### config.mk
export PLATFORM = sky130hd
export DESIGN_NAME = tohost_monitor
export DESIGN_NICKNAME = d
export VERILOG_FILES = /design/src/rtl/tohost_monitor.sv
export SDC_FILE = /design/constraint.sdc
export NUM_CORES = 1
export LEC_CHECK = 0
export ABC_AREA = 1
export BUFFER_PORTS_ARGS = -buffer_cell sky130_fd_sc_hd__clkbuf_2
export CAP_MARGIN = 20
export CORE_UTILIZATION = 35
export CTS_BUF_LIST = sky130_fd_sc_hd__clkbuf_8
export CTS_CLUSTER_DIAMETER = 40
export DETAILED_ROUTE_END_ITERATION = 8
export SLEW_MARGIN = 10
export SYNTH_ARGS = -nofsm -noshare
export SYNTH_HDL_FRONTEND = slang
export SYNTH_SLANG_ARGS = --single-unit
### constraint.sdc
create_clock -name clk -period 3.3 [get_ports clk]
set_input_delay 0.495 -clock clk [delete_from_list [all_inputs] [get_ports clk]]
set_output_delay 0.495 -clock clk [all_outputs]
set_load 0.005 [all_outputs]
### src/rtl/tohost_monitor.sv
// rtl/tohost_monitor.sv - round-robin tohost poller reporting a pass/fail/timeout verdict
// Optional TOHOST_CLEAR_EN: write tohost back to 0 after every nonzero read.
module tohost_monitor #(
  parameter int          NCORES   = 1,
  parameter int          XLEN     = 64,
  parameter logic [11:0] CSR_ADDR = 12'h780,
  parameter int          CNT_W    = 64,
  parameter int          POLL_GAP = 0,
  localparam int         CW       = (NCORES > 1) ? $clog2(NCORES) : 1
) (
  input  logic             clk,
  input  logic             reset,
  input  logic             enable,
  input  logic [CNT_W-1:0] max_cycles,
  output logic             csr_req_valid,
  input  logic             csr_req_ready,
  output logic             csr_req_bits_rw,
  output logic [11:0]      csr_req_bits_addr,
  output logic [XLEN-1:0]  csr_req_bits_data,
  output logic [CW-1:0]    csr_req_core,
  input  logic             csr_resp_valid,
  output logic             csr_resp_ready,
  input  logic [XLEN-1:0]  csr_resp_bits,
  output logic             done,
  output logic             pass,
  output logic             timeout,
  output logic [CW-1:0]    fail_core,
  output logic [XLEN-1:0]  fail_code,
  output logic [CNT_W-1:0] cycle_count
);

  typedef enum logic [2:0] {
    S_IDLE = 3'd0,
    S_REQ  = 3'd1,
    S_RESP = 3'd2,
`ifdef TOHOST_CLEAR_EN
    S_CLR  = 3'd3,
`endif
    S_GAP  = 3'd4,
    S_DONE = 3'd5
  } state_t;

  state_t            state, state_n;
  logic [CW-1:0]     idx, idx_n, next_idx, cand;
  logic [NCORES-1:0] pass_vec, pass_vec_n;
  logic              pass_r, pass_n, timeout_r, timeout_n;
  logic [CW-1:0]     fail_core_r, fail_core_n;
  logic [XLEN-1:0]   fail_code_r, fail_code_n;
  logic [CNT_W-1:0]  cnt, cnt_n, cnt_inc;
  logic [31:0]       gap_cnt, gap_cnt_n;
  logic              req_valid, resp_ready;
  logic              failed_n, all_pass_hit, verdict_taken, tmo_hit, found;
`ifdef TOHOST_CLEAR_EN
  logic              req_rw, clr_sent, clr_sent_n, fail_pend, fail_pend_n;
`endif

  assign cnt_inc = (&cnt) ? cnt : cnt + CNT_W'(1);
  assign cnt_n   = (state == S_DONE) ? cnt : cnt_inc;
  // Compare against the value the counter is about to take so done and the frozen count land together.
  assign tmo_hit = (max_cycles != '0) && (cnt_inc > max_cycles) && (state != S_DONE);

  always_comb begin
    next_idx = idx;
    cand     = '0;
    found    = 1'b0;
    for (int k = 1; k <= NCORES; k++) begin
      cand = CW'((int'(idx) + k) % NCORES);
      if (!found && !pass_vec[cand]) begin
        next_idx = cand;
        found    = 1'b1;
      end
    end
  end

  always_comb begin
    state_n      = state;
    idx_n        = idx;
    pass_vec_n   = pass_vec;
    pass_n       = pass_r;
    timeout_n    = timeout_r;
    fail_core_n  = fail_core_r;
    fail_code_n  = fail_code_r;
    gap_cnt_n    = gap_cnt;
    req_valid    = 1'b0;
    resp_ready   = 1'b0;
    failed_n     = 1'b0;
    all_pass_hit = 1'b0;
`ifdef TOHOST_CLEAR_EN
    req_rw       = 1'b0;
    clr_sent_n   = clr_sent;
    fail_pend_n  = fail_pend;
`endif
    case (state)
      S_IDLE: if (enable) state_n = S_REQ;
      S_REQ: begin
        req_valid = 1'b1;
        if (csr_req_ready) state_n = S_RESP;
      end
      S_RESP: begin
        resp_ready = 1'b1;
        if (csr_resp_valid) begin
          if (csr_resp_bits > XLEN'(1)) begin
            fail_core_n = idx;
            fail_code_n = csr_resp_bits >> 1;
            failed_n    = 1'b1;
`ifdef TOHOST_CLEAR_EN
            fail_pend_n = 1'b1;
            state_n     = S_CLR;
`else
            state_n     = S_DONE;
`endif
          end else if (csr_resp_bits == XLEN'(1)) begin
            pass_vec_n[idx] = 1'b1;
`ifdef TOHOST_CLEAR_EN
            state_n = S_CLR;
`else
            state_n = S_GAP;
`endif
          end else begin
            state_n = S_GAP;
          end
        end
      end
`ifdef TOHOST_CLEAR_EN
      S_CLR: begin
        if (!clr_sent) begin
          req_valid = 1'b1;
          req_rw    = 1'b1;
          if (csr_req_ready) clr_sent_n = 1'b1;
        end else begin
          resp_ready = 1'b1;
          if (csr_resp_valid) begin
            clr_sent_n = 1'b0;
            state_n    = fail_pend ? S_DONE : S_GAP;
          end
        end
      end
`endif
      S_GAP: begin
        if (gap_cnt < 32'(POLL_GAP)) begin
          gap_cnt_n = gap_cnt + 32'd1;
        end else begin
          gap_cnt_n = '0;
          if (&pass_vec) begin
            all_pass_hit = 1'b1;
            pass_n       = 1'b1;
            state_n      = S_DONE;
          end else begin
            idx_n   = next_idx;
            state_n = enable ? S_REQ : S_IDLE;
          end
        end
      end
      S_DONE: state_n = S_DONE;
      default: state_n = S_IDLE;
    endcase

    // A failure read (even one still clearing) or an all-pass outranks a same-cycle timeout.
    verdict_taken = failed_n || all_pass_hit;
`ifdef TOHOST_CLEAR_EN
    verdict_taken = verdict_taken || fail_pend;
`endif
    if (tmo_hit) begin
      state_n = S_DONE;
      if (!verdict_taken) timeout_n = 1'b1;
`ifdef TOHOST_CLEAR_EN
      clr_sent_n = 1'b0;
`endif
    end
  end

  always_ff @(posedge clk or negedge reset) begin
    if (!reset) begin
      state       <= S_IDLE;
      idx         <= '0;
      pass_vec    <= '0;
      pass_r      <= 1'b0;
      timeout_r   <= 1'b0;
      fail_core_r <= '0;
      fail_code_r <= '0;
      cnt         <= '0;
      gap_cnt     <= '0;
`ifdef TOHOST_CLEAR_EN
      clr_sent    <= 1'b0;
      fail_pend   <= 1'b0;
`endif
    end else begin
      state       <= state_n;
      idx         <= idx_n;
      pass_vec    <= pass_vec_n;
      pass_r      <= pass_n;
      timeout_r   <= timeout_n;
      fail_core_r <= fail_core_n;
      fail_code_r <= fail_code_n;
      cnt         <= cnt_n;
      gap_cnt     <= gap_cnt_n;
`ifdef TOHOST_CLEAR_EN
      clr_sent    <= clr_sent_n;
      fail_pend   <= fail_pend_n;
`endif
    end
  end

  assign csr_req_valid     = req_valid;
`ifdef TOHOST_CLEAR_EN
  assign csr_req_bits_rw   = req_rw;
`else
  assign csr_req_bits_rw   = 1'b0;
`endif
  assign csr_req_bits_addr = CSR_ADDR;
  assign csr_req_bits_data = '0;
  assign csr_req_core      = idx;
  assign csr_resp_ready    = resp_ready;
  assign done              = (state == S_DONE);
  assign pass              = pass_r;
  assign timeout           = timeout_r;
  assign fail_core         = fail_core_r;
  assign fail_code         = fail_code_r;
  assign cycle_count       = cnt;

endmodule

==> flow_summary.toml, run 1 <==
[timing]
fin_worst_skew_ns = 0.02417
setup-violations-final = 0
finalMaxSlewViolations = 0
final.hold.worst_slack_ns = 0.03379
slew_headroom_pct = 55.82
setup_total_negative_slack_ns = 0
worst_slew_pin_slew_ns = 0.6627
post-route-period-util_pct = 95.40
finalHoldViolations = 0
final.min_clock_period_ns = 3.148
fmaxAchievable_mhz = 317.6

[critical_path]
path_cells = "ha_4, nand3_2, nor2_4, buf_4, nand2_1, nor3_1, nand3_1, nor2_1, nand4_1, and2_1, ha_1, nand2_1, nor3_2, inv_1, nor2_1, nand3_1, nor2_1, nor2_1, nand2_1, o21ai_0"
worst_ep_arrival_time_ns = 3.50
critPathCaptureType = "flip-flop"
worstPathMaxFanout = 4
cpMostUsedCell = "nor2_1"
critPathLaunchType = "flip-flop"
timing.critical_path.slowest_cell_delay_ns = 0.40
timing.reg2reg.worst_path_depth = 20
cp_slowest_cell = "dfrtp_1"
worstPathRequired_ns = 3.65
critical_path_class = "reg2reg"

[die]
core_sq_mm = 0.02870
floorplan.rows = 62
initial_util_pct = 35.60
io_pins = 345
die-area_sq_mm = 0.02988
die_h_um = 172.9
die_width_um = 172.9

[synth]
number_of_warnings_issued_by_yosys = 0
synth.distinct_cells = 42
count_of_flip_flops_with_a_built_in_enable_after_synthesis = 0
ys_ff_latch = 133
synth_top_family_by_area = "simple AND/OR/NAND/NOR gates"
synth_async_sr_flop_share_pct = 100.0
simple_gate_share_of_the_synthesized_area_pct = 29.94
xor_and_xnor_area_share_after_synthesis_pct = 3.943
synth_top_cell_by_area = "dfrtp_1"
post_synthesis_share_of_cell_area_spent_on_full_adders_half_adders_and_majority_gates_pct = 7.960
synth_sequential_area_ratio_pct = 32.57
synth_flop_cell = "dfrtp_1"
number_of_instances_in_the_synthesized_netlist = 1473
post_synth_main_area_contributors = "dfrtp_1 (33%), nand2_1 (14%), inv_1 (8.1%)"
post_synth_mux_area_share_pct = 0
syn_area_sq_mm = 0.01022
synth-compound-area-share_pct = 9.442
syn_area_per_cell_sq_um = 6.936
synth_top_area_share_pct = 32.57

[global_route]
grt_first_pass_wirelength_um = 54320
grt_antenna_before_repair = 0
maximum_number_of_pins_on_one_net_before_global_route_repair = 80
grt_overflow = 0
vias_in_the_first_global_route = 10110
grt.total_usage_pct = 23.51

[route]
post-route-drc-count = 0
wl_met2_um = 17040
final_ant_viol_nets = 0
wl_met3_um = 2091
first_pass_iteration_count_of_the_detailed_router = 7
drt-total-wl_um = 35170
drt-vias-per-instance = 4.679
routed-via-count = 10470
routed.top_layer = "met4"
dr.first_iter.drc_count = 692
routedWlPerCell_um = 15.72
wirelength_met1_um = 15070

[layout]
area_growth_pct = 30.33
diodes = 0
post-route-util_pct = 46.39
finish.net_count = 2038
layoutNonFillerInstCount = 2237
filler_cells = 3005
drive_above_1_share_pct = 29.79

[power_and_ir_drop]
portion_of_total_power_attributed_to_combinational_logic_pct = 39.4
power.share.clock_pct = 23.4
finalPower_mw = 6.779
p_int_mw = 4.065
share_seq_of_total_power_pct = 37.2
switching_power_mw = 2.715
switching_share_pct = 40.04
leakage_nw = 7.293
vdd.ir_drop.worst_mv = 0.3375
power_density_mw_per_mm2 = 509.1

[clock_tree]
clkTransAtPathRegs_ns = 0.11
clock-root-buffer = "clkbuf_8"
cts-hold-fix-buffers = 0
cts_tree = "yes"
cts.sink_count = 133
h-tree-depth = 4
clk-insertion-delay-late_ns = 0.46
cts.path.max_buffers = 2
total_cts_buffers = 17

[placed_design]
buffer_ports.inserted = 264
place_hpwl_um = 29010
place_inst = 2190
routabilityCongestion = 0.9968

[run]
drv.max_cap_violation_count = 0

[run_status]
outcome = "completed"

[hold_path]
holdCritPathClass = "in2async"
==> worst max-delay path: cells and delay by family, from the launching register on <==
kind	cells	cell delay [ns]
AO/OA/AOI/OAI	1	0.08
adder cells (fa/ha/maj)	2	0.45
buffers and inverters	2	0.22
flip-flops	1	0.40
AND/OR/NAND/NOR	15	1.89
==> kinds of logic after synthesis <==
group / count (synthesis)
and+or+nand+nor: 701
other: 2
AOI/OAI and AO/OA: 179
xor gates and xnor gates: 46
DFF: 133
buffers and inverters: 347
adders and majority gates: 65
==> repair_timing <==
item	in CTS	in global routing
buffers inserted	0	15
pin swaps	0	20
endpoints found under the setup margin	4	4
gates resized for setup	4	96
==> placed cells by master, fill, tap and decap left out, types with 7 or more instances in the layout <==
master	Yosys	final
clkbuf_8	0	17
nor3_2	8	18
ha_1	65	64
nand4_1	51	51
nor2_1	141	113
nor3_1	34	17
dfrtp_1	133	126
nand3_1	48	40
inv_2	11	14
nand3_2	1	8
xor2_1	45	39
inv_1	221	217
nand2_1	388	376
nand2_2	11	22
o21ai_0	114	114
clkbuf_2	0	263
a31oi_1	15	15
nor3_4	2	9
dfrtp_2	0	7
nor2_2	2	27
o21ai_2	7	7
buf_4	80	116
conb_1	2	80
a21oi_1	30	29
==> stage by stage <==
stage | area [sq um] | worst slack [ns]
detailed placement | 12400 | -0.1656
global route | 13320 | -0.1145
floorplan | 10510 | 0.4448
CTS | 12840 | 0.004918
finish | 13320 | 0.1517
global placement | 12400 | -0.1284
==> synthesized netlist by cell type, types with 4 or more instances <==
cell,n
a31oi_1,15
buf_2,13
inv_1,221
nor3_2,8
nand3_1,48
nand2_2,11
nand2_4,4
nand2_1,388
nand4_1,51
o21ai_0,114
o21a_1,5
o21ai_2,7
inv_2,11
ha_1,65
nor3_1,34
buf_4,80
clkbuf_1,16
xor2_1,45
nor2_1,141
a21oi_1,30
dfrtp_1,133
==> final cells by class <==
| cell class | count | area (sq um) | share of cell area, % |
|---|---|---|---|
| clock buffer | 17 | 234.0 | 1.757 |
| clock inverter | 15 | 192.7 | 1.447 |
| inverter | 232 | 874.6 | 6.568 |
| multi-input combinational | 1071 | 5904 | 44.34 |
| sequential | 133 | 3337 | 25.06 |
| tap | 384 | 480.5 | 3.608 |
| timing repair buffer | 385 | 2293 | 17.22 |
==> flip-flops by register name, summed over array words and instances, names as in the netlist <==
signal / count
cycle_count: 64
fail_code: 63
pass: 1
pass_vec: 1
state: 3
timeout: 1
==> power by group through the flow <==
stage	logic [mW]	registers [mW]	clock network, mW
final	2.67	2.52	1.59
after global routing	3.04	2.59	1.69
after CTS	2.58	2.49	1.62
after detailed placement	2.58	2.50	0
after global placement	2.54	2.51	0
after floorplan	1.30	2.55	0
==> worst paths after layout <==
check	slack, ns	start	endpoint
max reg2reg	0.15	cycle_count[1]$_DFFE_PN0N_	state[2]$_DFFE_PN0P_
max	0.15	cycle_count[1]$_DFFE_PN0N_	state[2]$_DFFE_PN0P_
max in group asynchronous	2.48	reset	fail_code[16]$_DFFE_PN0P_
min	0.03	reset	cycle_count[24]$_DFFE_PN0N_
min in group clk	0.28	csr_resp_bits[53]	fail_code[52]$_DFFE_PN0P_
min reg2reg	0.48	timeout$_DFFE_PN0P_	timeout$_DFFE_PN0P_
==> per-layer routing <==
layer	vias to the layer above	GRT usage (%)
met2	370	39.82
met5	-	0
met1	4822	29.32
met4	0	9.108
met3	37	4.793
li1	5238	-
Note: power is estimated with default switching activity, not from simulation.
==> run 2, diff against run 1 <==
--- a/config.mk
+++ b/config.mk
@@ -12,6 +12,7 @@
 export CTS_BUF_LIST = sky130_fd_sc_hd__clkbuf_8
 export CTS_CLUSTER_DIAMETER = 40
 export DETAILED_ROUTE_END_ITERATION = 8
+export PLACE_DENSITY = 0.71
 export SLEW_MARGIN = 10
 export SYNTH_ARGS = -nofsm -noshare
 export SYNTH_HDL_FRONTEND = slang
==> flow_summary.toml, run 2 (synthesis gave the netlist of run 1 again) <==
[clock_tree]
clock-root-buffer = "clkbuf_8"
cts.sink_count = 133
clkTransAtPathRegs_ns = 0.11
h-tree-depth = 4
cts.path.max_buffers = 2
total_cts_buffers = 17
clk-insertion-delay-late_ns = 0.45
cts_tree = "yes"

[timing]
slew_headroom_pct = 61.55
setup-violations-final = 0
finalMaxSlewViolations = 0
final.min_clock_period_ns = 3.168
worst_slew_pin_slew_ns = 0.5767
final.hold.worst_slack_ns = 0.2807
finalHoldViolations = 0
post-route-period-util_pct = 96.00
setup_total_negative_slack_ns = 0
fmaxAchievable_mhz = 315.6
fin_worst_skew_ns = 0.01750

[die]
initial_util_pct = 35.60
die_h_um = 172.9
core_sq_mm = 0.02870
die_width_um = 172.9
floorplan.rows = 62
io_pins = 345
die-area_sq_mm = 0.02988

[power_and_ir_drop]
power_density_mw_per_mm2 = 506.5
leakage_nw = 7.295
vdd.ir_drop.worst_mv = 0.3319

[layout]
area_growth_pct = 31.20
layoutNonFillerInstCount = 2238
finish.net_count = 2039
postLayoutCellArea_sq_mm = 0.01341
largest_reg_flops = 64
diodes = 0
post-route-util_pct = 46.70
drive_above_1_share_pct = 30.31
filler_cells = 2982
layout_commonest_cell = "nand2_1"
final_cell_mix = "nand2_1 (369), clkbuf_2 (263), inv_1 (215)"

[route]
drt-total-wl_um = 36290
final_ant_viol_nets = 0
post-route-drc-count = 0
drt-vias-per-instance = 4.776
first_pass_iteration_count_of_the_detailed_router = 5
dr.first_iter.drc_count = 857
routedWlPerCell_um = 16.22
routed-via-count = 10690

[critical_path]
timing.critical_path.slowest_cell_delay_ns = 0.41
regToRegSetupSlack_ns = 0.13
path_cells = "buf_4, inv_1, nor3_1, nand2_1, nor2_1, nand2_1, nor2_2, xor2_1, nand2_1, ha_1, nand4_1, buf_4, nor2_4, nand3_2, nor2_2, nor2_2, nand2_1, o21ai_1"
worstPathRequired_ns = 3.65
critical_path_class = "reg2reg"
critPathCaptureType = "flip-flop"
cpMostUsedCell = "nand2_1"
cp_slowest_cell = "dfrtp_1"
worst_ep_arrival_time_ns = 3.51
worstPathMaxFanout = 4
critPathLaunchType = "flip-flop"

[global_route]
grt_antenna_before_repair = 0
grt.total_usage_pct = 23.82
maximum_number_of_pins_on_one_net_before_global_route_repair = 77
grt_overflow = 0
vias_in_the_first_global_route = 10350
grt_first_pass_wirelength_um = 54970

[placed_design]
place_hpwl_um = 29520
dpl_cell_area_sq_mm = 0.01236
place_inst = 2184
routabilityCongestion = 0.9643
buffer_ports.inserted = 264

[run_status]
outcome = "completed"

[run]
drv.max_cap_violation_count = 0

[hold_path]
holdCritPathClass = "in2reg"
run 2: cell count changes in the layout (fill, tap and decap cells not counted), moves of 3 or more:
cell and delta:
nor3_2 +4, o21ai_0 -3, nor2_2 -6, inv_2 +3
nor2_4 +4, nand2_2 +6, nand2_1 -7, buf_4 -4
run 2: cell type report:
class,instances,area [sq um],area share (%)
Clock inverter,15,192.7,1.437
Tap cell,384,480.5,3.584
Multi-Input combinational cell,1071,5943,44.33
Sequential cell,133,3336,24.88
Inverter,232,873.3,6.515
Timing Repair Buffer,386,2346,17.50
Clock buffer,17,234.0,1.745
run 2: worst max-delay path: cells and delay by family, from the launching register on:
family,cells,cell delay [ns]
AO/OA/AOI/OAI,1,0.07
XOR/XNOR,1,0.16
flip-flops,1,0.41
adder cells (fa/ha/maj),1,0.31
AND/OR/NAND/NOR,12,1.71
buffers and inverters,3,0.41
run 2: metrics by stage:
| step | power [mW] | worst slack [ns] |
|---|---|---|
| floorplan | 3.848 | 0.4448 |
| detailed placement | 5.056 | -0.2089 |
| global placement | 4.981 | -0.2268 |
| CTS | 6.666 | 0.03708 |
| global route | 7.290 | -0.05868 |
| finish | 6.790 | 0.1319 |
run 2: repair_timing:
item / in CTS / in global routing
pin swaps: 0 / 30
resized for setup: 4 / 114
cloned: 0 / 1
setup buffers: 0 / 20
hold buffers: 1 / 0
hold endpoints to repair: 11 / 0
endpoints found under the setup margin: 4 / 4
run 2: power by group:
part / total, mW / internal, mW / switching, mW
Sequential: 2.52 / 2.13 / 0.393
Clock: 1.60 / 0.771 / 0.831
Combinational: 2.67 / 1.16 / 1.50
run 2: final timing paths:
check                                                 from                           to  cells past startpoint
worst max-delay path            cycle_count[1]$_DFFE_PN0N_         state[2]$_DFFE_PN0P_                     18
worst min-delay path                     csr_resp_bits[42]    fail_code[41]$_DFFE_PN0P_                      3
worst max register to register  cycle_count[1]$_DFFE_PN0N_         state[2]$_DFFE_PN0P_                     18
worst min register to register            pass$_DFFE_PN0P_             pass$_DFFE_PN0P_                      1
max in group asynchronous                            reset    fail_code[32]$_DFFE_PN0P_                      3
min in group asynchronous                            reset  cycle_count[25]$_DFFE_PN0N_                      2
run 2: layer usage:
metal / vias to the layer above / track usage, % / routed length, um
li1: 5236 / - / -
met1: 4940 / 28.73 / 15070
met2: 445 / 41.31 / 17680
met3: 67 / 4.024 / 2111
met4: 0 / 11.06 / 1428
met5: - / 0 / 0
